## config.mk

```make
export PLATFORM = sky130hd
export DESIGN_NAME = scene_cmd_sequencer
export DESIGN_NICKNAME = d
export VERILOG_FILES = /design/src/rtl/proctypes.sv /design/src/rtl/scene_cmd_sequencer.sv
export SDC_FILE = /design/constraint.sdc
export NUM_CORES = 1
export LEC_CHECK = 0
export CELL_PAD_IN_SITES_DETAIL_PLACEMENT = 1
export CELL_PAD_IN_SITES_GLOBAL_PLACEMENT = 1
export CORE_MARGIN = 4
export CORE_UTILIZATION = 35
export CTS_CLUSTER_DIAMETER = 30
export DETAILED_ROUTE_END_ITERATION = 8
export PLACE_DENSITY_LB_ADDON = 0.1
export SKIP_CTS_REPAIR_TIMING = 1
export SYNTH_ARGS = -nofsm -noshare
export SYNTH_HDL_FRONTEND = slang
export SYNTH_SLANG_ARGS = --single-unit
export TNS_END_PERCENT = 5
```

## constraint.sdc

```tcl
create_clock -name clk -period 6.3 [get_ports clk]
set_input_delay 1.26 -clock clk [delete_from_list [all_inputs] [get_ports clk]]
set_output_delay 1.26 -clock clk [all_outputs]
set_load 0.1 [all_outputs]
```

## src/rtl/proctypes.sv

```systemverilog
// rtl/proctypes.sv - shared rend3r instruction, shape and sequencer types
package proctypes;

    localparam int LIGHT_IDX_W  = 6;
    localparam int SHAPE_IDX_W  = 19;
    localparam int PROP_W       = 5;
    localparam int DATA_W       = 16;
    localparam int NUM_LIGHTS_W = LIGHT_IDX_W + 1;
    localparam int NUM_SHAPES_W = SHAPE_IDX_W + 1;

    // Shape property slot that holds the shape's type rather than a parameter.
    localparam logic [PROP_W-1:0] SHAPE_TYPE_PROP = 5'd31;

    typedef enum logic [2:0] {
        opUnsupported = 3'd0,
        opCameraSet   = 3'd1,
        opLightSet    = 3'd2,
        opShapeInit   = 3'd3,
        opShapeSet    = 3'd4,
        opShapeData   = 3'd5,
        opRender      = 3'd6,
        opFrame       = 3'd7
    } InstType;

    typedef enum logic [4:0] {
        stOff      = 5'd0,
        stPlane    = 5'd1,
        stBox      = 5'd2,
        stCylinder = 5'd3,
        stCone     = 5'd4,
        stSphere   = 5'd5
    } ShapeType;

    typedef enum logic [4:0] {
        cpPosX   = 5'd0,
        cpPosY   = 5'd1,
        cpPosZ   = 5'd2,
        cpFovHor = 5'd12,
        cpFovVer = 5'd13
    } CameraProperty;

    typedef logic [LIGHT_IDX_W-1:0] LightIndex;
    typedef logic [SHAPE_IDX_W-1:0] ShapeIndex;

    // 75-bit decoded instruction: 3+5+6+19+5+16+5+16.
    typedef struct packed {
        InstType             iType;
        ShapeType            sType;
        LightIndex           lIndex;
        ShapeIndex           sIndex;
        logic [PROP_W-1:0]   prop;
        logic [DATA_W-1:0]   data;
        logic [PROP_W-1:0]   prop2;
        logic [DATA_W-1:0]   data2;
    } DecodedInst;

    typedef enum logic [1:0] {
        SEQ_IDLE        = 2'd0,
        SEQ_WR2         = 2'd1,
        SEQ_RENDER_WAIT = 2'd2,
        SEQ_FRAME_WAIT  = 2'd3
    } SeqState;

    // Instructions that modify scene tables and so must not overlap a render.
    function automatic logic is_scene_write(input InstType t);
        return (t == opCameraSet) || (t == opLightSet) || (t == opShapeInit) ||
               (t == opShapeSet)  || (t == opShapeData);
    endfunction

endpackage

```

## src/rtl/scene_cmd_sequencer.sv

```systemverilog
// rtl/scene_cmd_sequencer.sv - turns decoded rend3r instructions into scene table writes and render/frame commands
//
// Ports:
//   clk, rst_n                 clock, synchronous active-low reset
//   inst_valid/inst/inst_ready decoded instruction handshake
//   render_busy                render core is reading scene tables (blocks writes)
//   render_done, frame_done    one-cycle acknowledgements of render_start / frame_swap
//   cam_*                      camera register file write port
//   light_*                    light table write port
//   shape_*                    shape table write port (prop 31 = type slot)
//   render_start, frame_swap   one-cycle command pulses
//   num_lights, num_shapes     highest written index + 1
//   err_count                  saturating count of unsupported instructions
module scene_cmd_sequencer
    import proctypes::*;
#(
    parameter int ERR_CNT_W = 8
) (
    input  logic                    clk,
    input  logic                    rst_n,
    input  logic                    inst_valid,
    input  DecodedInst              inst,
    output logic                    inst_ready,
    input  logic                    render_busy,
    input  logic                    render_done,
    input  logic                    frame_done,
    output logic                    cam_we,
    output logic [PROP_W-1:0]       cam_prop,
    output logic [DATA_W-1:0]       cam_data,
    output logic                    light_we,
    output logic [LIGHT_IDX_W-1:0]  light_idx,
    output logic [PROP_W-1:0]       light_prop,
    output logic [DATA_W-1:0]       light_data,
    output logic                    shape_we,
    output logic [SHAPE_IDX_W-1:0]  shape_idx,
    output logic [PROP_W-1:0]       shape_prop,
    output logic [DATA_W-1:0]       shape_data,
    output logic                    render_start,
    output logic                    frame_swap,
    output logic [NUM_LIGHTS_W-1:0] num_lights,
    output logic [NUM_SHAPES_W-1:0] num_shapes,
    output logic [ERR_CNT_W-1:0]    err_count
);

    SeqState r_state, w_state_next;

    logic                    r_cam_we, w_cam_we;
    logic [PROP_W-1:0]       r_cam_prop, w_cam_prop;
    logic [DATA_W-1:0]       r_cam_data, w_cam_data;
    logic                    r_light_we, w_light_we;
    logic [LIGHT_IDX_W-1:0]  r_light_idx, w_light_idx;
    logic [PROP_W-1:0]       r_light_prop, w_light_prop;
    logic [DATA_W-1:0]       r_light_data, w_light_data;
    logic                    r_shape_we, w_shape_we;
    logic [SHAPE_IDX_W-1:0]  r_shape_idx, w_shape_idx;
    logic [PROP_W-1:0]       r_shape_prop, w_shape_prop;
    logic [DATA_W-1:0]       r_shape_data, w_shape_data;
    logic                    r_render_start, w_render_start;
    logic                    r_frame_swap, w_frame_swap;
    logic [NUM_LIGHTS_W-1:0] r_num_lights, w_num_lights;
    logic [NUM_SHAPES_W-1:0] r_num_shapes, w_num_shapes;
    logic [ERR_CNT_W-1:0]    r_err_count, w_err_count;

    // Second half of an opShapeData, replayed from WR2.
    logic [PROP_W-1:0]       r_wr2_prop, w_wr2_prop;
    logic [DATA_W-1:0]       r_wr2_data, w_wr2_data;

    logic                    w_ready;
    logic                    w_accept;
    logic [NUM_LIGHTS_W-1:0] w_light_cnt;
    logic [NUM_SHAPES_W-1:0] w_shape_cnt;

    always_comb begin
        w_ready        = (r_state == SEQ_IDLE) && !(render_busy && is_scene_write(inst.iType));
        w_accept       = inst_valid && w_ready;
        w_light_cnt    = {1'b0, inst.lIndex} + NUM_LIGHTS_W'(1);
        w_shape_cnt    = {1'b0, inst.sIndex} + NUM_SHAPES_W'(1);

        w_state_next   = r_state;
        w_cam_we       = 1'b0;
        w_cam_prop     = r_cam_prop;
        w_cam_data     = r_cam_data;
        w_light_we     = 1'b0;
        w_light_idx    = r_light_idx;
        w_light_prop   = r_light_prop;
        w_light_data   = r_light_data;
        w_shape_we     = 1'b0;
        w_shape_idx    = r_shape_idx;
        w_shape_prop   = r_shape_prop;
        w_shape_data   = r_shape_data;
        w_render_start = 1'b0;
        w_frame_swap   = 1'b0;
        w_num_lights   = r_num_lights;
        w_num_shapes   = r_num_shapes;
        w_err_count    = r_err_count;
        w_wr2_prop     = r_wr2_prop;
        w_wr2_data     = r_wr2_data;

        case (r_state)
            SEQ_IDLE: begin
                if (w_accept) begin
                    case (inst.iType)
                        opCameraSet: begin
                            w_cam_we   = 1'b1;
                            w_cam_prop = inst.prop;
                            w_cam_data = inst.data;
                        end
                        opLightSet: begin
                            w_light_we   = 1'b1;
                            w_light_idx  = inst.lIndex;
                            w_light_prop = inst.prop;
                            w_light_data = inst.data;
                            if (w_light_cnt > r_num_lights) begin
                                w_num_lights = w_light_cnt;
                            end
                        end
                        opShapeInit: begin
                            w_shape_we   = 1'b1;
                            w_shape_idx  = inst.sIndex;
                            w_shape_prop = SHAPE_TYPE_PROP;
                            w_shape_data = {11'b0, inst.sType};
                            // Switching a shape off still writes its type slot but never grows the table.
                            if ((inst.sType != stOff) && (w_shape_cnt > r_num_shapes)) begin
                                w_num_shapes = w_shape_cnt;
                            end
                        end
                        opShapeSet: begin
                            w_shape_we   = 1'b1;
                            w_shape_idx  = inst.sIndex;
                            w_shape_prop = inst.prop;
                            w_shape_data = inst.data;
                        end
                        opShapeData: begin
                            w_shape_we   = 1'b1;
                            w_shape_idx  = inst.sIndex;
                            w_shape_prop = inst.prop;
                            w_shape_data = inst.data;
                            w_wr2_prop   = inst.prop2;
                            w_wr2_data   = inst.data2;
                            w_state_next = SEQ_WR2;
                        end
                        opRender: begin
                            w_render_start = 1'b1;
                            w_state_next   = SEQ_RENDER_WAIT;
                        end
                        opFrame: begin
                            w_frame_swap = 1'b1;
                            w_state_next = SEQ_FRAME_WAIT;
                        end
                        default: begin
                            if (r_err_count != {ERR_CNT_W{1'b1}}) begin
                                w_err_count = r_err_count + ERR_CNT_W'(1);
                            end
                        end
                    endcase
                end
            end
            SEQ_WR2: begin
                // shape_idx still holds the sIndex from the first write.
                w_shape_we   = 1'b1;
                w_shape_prop = r_wr2_prop;
                w_shape_data = r_wr2_data;
                w_state_next = SEQ_IDLE;
            end
            SEQ_RENDER_WAIT: begin
                if (render_done) begin
                    w_state_next = SEQ_IDLE;
                end
            end
            SEQ_FRAME_WAIT: begin
                if (frame_done) begin
                    w_state_next = SEQ_IDLE;
                end
            end
            default: w_state_next = SEQ_IDLE;
        endcase
    end

    always_ff @(posedge clk) begin
        if (!rst_n) begin
            r_state        <= SEQ_IDLE;
            r_cam_we       <= 1'b0;
            r_cam_prop     <= '0;
            r_cam_data     <= '0;
            r_light_we     <= 1'b0;
            r_light_idx    <= '0;
            r_light_prop   <= '0;
            r_light_data   <= '0;
            r_shape_we     <= 1'b0;
            r_shape_idx    <= '0;
            r_shape_prop   <= '0;
            r_shape_data   <= '0;
            r_render_start <= 1'b0;
            r_frame_swap   <= 1'b0;
            r_num_lights   <= '0;
            r_num_shapes   <= '0;
            r_err_count    <= '0;
            r_wr2_prop     <= '0;
            r_wr2_data     <= '0;
        end else begin
            r_state        <= w_state_next;
            r_cam_we       <= w_cam_we;
            r_cam_prop     <= w_cam_prop;
            r_cam_data     <= w_cam_data;
            r_light_we     <= w_light_we;
            r_light_idx    <= w_light_idx;
            r_light_prop   <= w_light_prop;
            r_light_data   <= w_light_data;
            r_shape_we     <= w_shape_we;
            r_shape_idx    <= w_shape_idx;
            r_shape_prop   <= w_shape_prop;
            r_shape_data   <= w_shape_data;
            r_render_start <= w_render_start;
            r_frame_swap   <= w_frame_swap;
            r_num_lights   <= w_num_lights;
            r_num_shapes   <= w_num_shapes;
            r_err_count    <= w_err_count;
            r_wr2_prop     <= w_wr2_prop;
            r_wr2_data     <= w_wr2_data;
        end
    end

    assign inst_ready   = w_ready;
    assign cam_we       = r_cam_we;
    assign cam_prop     = r_cam_prop;
    assign cam_data     = r_cam_data;
    assign light_we     = r_light_we;
    assign light_idx    = r_light_idx;
    assign light_prop   = r_light_prop;
    assign light_data   = r_light_data;
    assign shape_we     = r_shape_we;
    assign shape_idx    = r_shape_idx;
    assign shape_prop   = r_shape_prop;
    assign shape_data   = r_shape_data;
    assign render_start = r_render_start;
    assign frame_swap   = r_frame_swap;
    assign num_lights   = r_num_lights;
    assign num_shapes   = r_num_shapes;
    assign err_count    = r_err_count;

endmodule

```

* Word-level counts from Yosys, hierarchy flattened
Cells that the tools add are included.
** Cells by class
- Add/subtract/negate cells :: 3
- $lt $le $gt $ge :: 2
- Equality and inequality tests :: 16
- Muxes and demuxes :: 18
- Bitwise logic cells :: 1
- Reduce and logical (&&, ||, !) cells :: 25
** Operator list (count)
- 16-bit one-hot mux with 2 select lines :: 2
- 19-bit by 1-bit adder with 20-bit output, second input constant :: 1
- 20-bit > comparator :: 1
- 5-bit one-hot mux with 2 select lines :: 2
- 3-bit AND reduction :: 6
- 16-bit 2-to-1 mux :: 1
- 4-bit AND reduction :: 4
- 3-bit == test, second input constant :: 4
- 8-bit by 1-bit adder with 8-bit output, second input constant :: 1
- 8-bit inequality test, second input constant :: 1
- 2-bit one-hot mux with 4 select lines :: 1
- 6-bit by 1-bit adder with 7-bit output, second input constant :: 1
- 7-bit > comparator :: 1
- 7-bit OR reduction :: 1
- 3-bit by 2-bit == test with 1-bit output, second input constant :: 2
- 1-bit 2-to-1 mux :: 6
- 2-bit 2-to-1 mux :: 3
- 2-bit inequality test, second input constant :: 3
- 2-bit one-hot mux with 3 select lines :: 1
- 5-bit 2-to-1 mux :: 1
- 5-bit nonzero test :: 1
- 2-bit == test, second input constant :: 2
- 1-bit logical AND :: 4
- 1-bit logical OR :: 4
- 11 further kinds :: 11
** Storage, ports and cells
- Flip-flop bits (word level) :: 151
- Bits of input ports :: 81
- Output and inout port bits :: 129
- Word-level logic and storage cells :: 84

* Depth between registers and ports, before layout
- Word-level depth :: 11
- Depth in mapped cells :: 13
- Mapped depth without buffers :: 12

* Least setup slack after synthesis
No wires, ideal clock.
- Path kind :: input port to output port
- From :: input inst[74] (netlist bit)
- To :: output inst_ready
- Data arrival time :: 2.850 ns
- Required time :: 5.040 ns
- Slack :: 2.190 ns
- Cell stages on the path :: 3
- Buffers on the path :: 1
- Cell sequence :: buf_2 or3_4 a311oi_4
** Between the ends
- Word-level cells in the longest chain between the ends :: 8
- Elaborated cells on any way between the ends :: 12
- Classes of those cells :: 5 x eq/ne; 7 x reduce/logical
** RTL lines
- from (decl) :: line scene_cmd_sequencer.sv:22 : input DecodedInst inst,
- 3-bit by 1-bit == test with 1-bit output or 3-bit by 2-bit == test with 1-bit output (tied branches) :: line proctypes.sv:66 : return (t == opCameraSet) || (t == opLightSet) || (t == opShapeInit) ||
- 1-bit logical OR (3 in a row) :: line proctypes.sv:66
- 1-bit logical OR (*) :: line proctypes.sv:67 : (t == opShapeSet) || (t == opShapeData);
- 1-bit logical AND (*) :: line scene_cmd_sequencer.sv:74 : w_ready = (r_state == SEQ_IDLE) && !(render_busy && is_scene_write(inst.iType));
- 1-bit logical NOT (*) :: line scene_cmd_sequencer.sv:74
- 1-bit logical AND (*) :: line scene_cmd_sequencer.sv:74
- to (decl) :: line scene_cmd_sequencer.sv:23 : output logic inst_ready,
Every way passes the cells marked *; elsewhere a longest branch is shown, timed or not.

* Final worst setup path
- From :: input inst[42] (netlist bit)
- To :: register r_num_shapes[19] (netlist: num_shapes[19])
** Between the ends
- Word-level cells in the longest chain between the ends :: 4
** RTL lines
- 19-bit by 1-bit adder with 20-bit output :: line scene_cmd_sequencer.sv:77 : w_shape_cnt = {1'b0, inst.sIndex} + NUM_SHAPES_W'(1);
- named net w_shape_cnt[18] :: line scene_cmd_sequencer.sv:71 : logic [NUM_SHAPES_W-1:0] w_shape_cnt;
- 20-bit > comparator :: line scene_cmd_sequencer.sv:123 : if ((inst.sType != stOff) && (w_shape_cnt > r_num_shapes)) begin
- 1-bit logical AND :: line scene_cmd_sequencer.sv:123
- 4-bit AND reduction (no source line)
- to (signal assigned) :: line scene_cmd_sequencer.sv:216 : r_num_shapes <= w_num_shapes;
- to (decl) :: line scene_cmd_sequencer.sv:61 : logic [NUM_SHAPES_W-1:0] r_num_shapes, w_num_shapes;
The timed path passes the listed nets, and every way through them passes these cells.
A chain may end at the register's enable or synchronous reset.

==> metrics <==
Mapped Area 6691 um2; final net count 1131; max-slew violations 0; Reg clk slew, reported paths 0.06 ns; Async SR Flop Fraction 0%; crit path max fanout 19; Post-Synthesis Cells 829; hold slack 0.4507 ns; Vias 6353; Post-synth EDFFs 0; core area 18770 um2; Residual DRC 0; Reg2Reg Depth 8; Detailed Route WL 22720 um; IO Pins 210; power after layout approximately 2.4 mW; Combinational Power Share 16.4%; Layout area overhead 42.11%; Design Area, Final roughly 9500 um2; Initial Util 35.65%; type of the most critical hold path reg2reg; Non-Filler Instances 1267; diodes inserted 0; Die H 146.3 um; outcome complete, no violations; Synthesis Warnings 0; PortBufs 209; placement row count 50; clock share of power a little over two fifths; Final min period 4.954 ns; die area 21390 um2; Final ANT Viol Nets 0; critical path arrival 5.25 ns; placed insts 1235; leak pwr 3.461 nW; power per cell area 247.5 nW/um2; Hold Path Cell Cnt 2; largest net degree at the start of global routing 74; GRT Total Usage 21.24%; Sw Share a little under a third; critical path's largest stage delay 0.62 ns; total congestion overflow 0; RSZ-0062 raised after global routing no; Die Wd 146.3 um; # Max-Cap Violations 0; area post-placement about 9000 um2; CP startpoint kind primary input; endpoints failing setup 0; Syn Nets 940; hpwl dp about 17000 um; Hold Crit Start shape_data[14]; first-pass GRT wire length 36480 um; initial antenna violation count 0; final hold violations 0; skew final 0.01565 ns; met1 usage 25.85%; Reg power frac a little over two fifths; vias per cell 5.014; fraction of layout cells with a size suffix above 1 about 5.3%; Setup TNS 0 ns; router iterations before antenna repair 6; TritonCTS Buffers 17; peak supply drop 0.2104 mV; H-tree depth 4; CTS tree built; most crowded layer after global routing met2; fin crit share 78.63%; root buffer cell clkbuf_16; fmax roughly 0.20 GHz; CP required between 6 and 7 ns; Seq/Total Area, Yosys 45.18%; Pint roughly 1.6 mW; worst rel slew slack between 20 and 30%; critical path class in2reg; Synth Register Bits 151; cell chain of the critical path clkdlybuf4s50_1, ha_1, nand3_1, nor4_1, nand3_1, xnor2_1, ha_1, nand4_1, nor4bb_1, a21bo_2, o2111ai_1, nand2_4, mux2i_1; clk buf depth 2; vias in the first global route roughly 6600; WHS Endpoint shape_data[14]; Psw 733.9 uW; worst-skew pair later-pin latency around 0.43 ns; Worst Max-Slew Pin Slew 1.068 ns; post-synthesis area per instance roughly 8.1 um2; Synth Flop Type dfxtp_1; reg2reg setup slack 3.78 ns; routability cong. 0.7914; launching point of the worst reg2reg path num_shapes[18]; Slowest-stage cell, CP nor4_1; drt wl/cell roughly 18 um; global routing usage on met2 around 36%; Clock Sinks 151; Netlist cell types 49; First DRT Iteration DRCs 191; crit end category flip-flop; R2R Path End num_shapes[19]; M3 GR Usage 6.456%
[worst max-delay path by stage]
stage	start	to	cells past startpoint
finish	inst[42]	num_shapes[19]	13
detailed placement	inst[42]	num_shapes[19]	13
global route	inst[42]	num_shapes[9]	13
floorplan	inst[74]	inst_ready	3
global placement	inst[42]	num_shapes[5]	13
CTS	inst[42]	num_shapes[19]	13
[cell usage in the layout, fill, tap and decap left out, types with 2 or more instances in the layout]
master / n
nand2_1: 255
clkdlybuf4s50_1: 208
dfxtp_1: 151
a21oi_1: 109
ha_1: 30
inv_1: 28
nor2_1: 26
mux2i_1: 26
clkbuf_16: 17
o21ai_0: 16
nand3_1: 15
xor2_1: 13
xnor2_1: 13
a22oi_1: 11
buf_4: 11
nand4_1: 10
o211ai_1: 8
or3_1: 7
and3_1: 6
a211oi_1: 6
nor3_1: 5
o21ai_1: 5
and4_1: 5
inv_6: 5
inv_8: 4
nor2b_1: 3
nand2b_1: 3
o22ai_1: 3
clkinv_4: 3
a21o_1: 2
nor3b_1: 2
or2_2: 2
mux2_2: 2
nor4_1: 2
clkinv_2: 2
[worst max-delay path, delay by kind of cell]
family,cells,cell delay [ns]
AOI/OAI and AO/OA,2,0.46
xor gates and xnor gates,1,0.18
adders and majority gates,2,0.56
buffers and inverters,1,0.60
muxes,1,0.20
and+or+nand+nor,6,1.97
[area by class of cell]
| class | count | area [um2] |
|---|---|---|
| Inverter | 29 | 111.4 |
| Clock inverter | 15 | 132.6 |
| Multi-Input combinational cell | 602 | 3359 |
| Tap cell | 234 | 292.8 |
| Clock buffer | 17 | 425.4 |
| Timing Repair Buffer | 219 | 2165 |
| Fill cell | 2241 | 9259 |
| Sequential cell | 151 | 3023 |
[registers in the layout, indices dropped and copies added (netlist names)]
register,count
num_shapes,20
cam_prop,5
frame_swap,1
shape_prop,5
light_data,16
light_we,1
shape_data,16
shape_we,1
shape_idx,19
num_lights,7
light_idx,6
cam_data,16
r_wr2_data,16
r_state,2
r_wr2_prop,5
light_prop,5
err_count,8
cam_we,1
render_start,1
[cell usage after synthesis (2+ instances only)]
master / instances / area (um2)
nand2_1: 255 / 957.2
dfxtp_1: 151 / 3023
a21oi_1: 109 / 545.5
clkbuf_1: 33 / 123.9
ha_1: 30 / 375.4
inv_1: 28 / 105.1
mux2i_1: 26 / 260.3
nor2_1: 26 / 97.59
o21ai_0: 16 / 80.08
nand3_1: 15 / 75.07
xnor2_1: 13 / 113.9
xor2_1: 13 / 113.9
a22oi_1: 11 / 82.58
buf_2: 11 / 55.05
nand4_1: 10 / 62.56
o211ai_1: 8 / 60.06
or3_1: 7 / 43.79
a211oi_1: 6 / 45.04
and3_1: 6 / 37.54
nor3_1: 6 / 30.03
and4_1: 5 / 43.79
o21ai_1: 5 / 25.02
nand2b_1: 3 / 18.77
nor2b_1: 3 / 18.77
o22ai_1: 3 / 18.77
a21o_1: 2 / 15.01
buf_6: 2 / 22.52
mux2_2: 2 / 22.52
nor3b_1: 2 / 15.01
nor4_1: 2 / 12.51
or2_2: 2 / 12.51
[stage by stage]
step	setup WS, ns	util (%)
finish	1.346	50.67
global route	1.006	50.67
CTS	1.329	50.67
detailed placement	0.8990	47.69
global placement	1.005	47.69
floorplan	2.190	-
[metal layers]
metal,wire [um],vias to the layer above
met5,0,-
met4,353,0
met3,1328,26
met2,10990,135
met1,10040,3021
li1,-,3171
[cell families after synthesis]
family          count (synthesis)  synth area share [%]
simple gates                  349                 22.20
buf+inv                        76                 4.693
xor+xnor                       26                 3.403
fa+ha+maj                      30                 5.610
flops                         151                 45.18
compound gates                169                 14.70
mux                            28                 4.226
[power groups by stage]
stage          sequential [mW]  combinational (mW)  clock, mW
2_1_floorplan             1.14               0.115          0
3_3_place_gp              1.01               0.386          0
3_5_place_dp              1.01               0.389          0
4_1_cts                  0.987               0.391       1.00
5_1_grt                  0.989               0.413       1.04
6_report                 0.987               0.387      0.979
(Power assumes the default switching activity.)
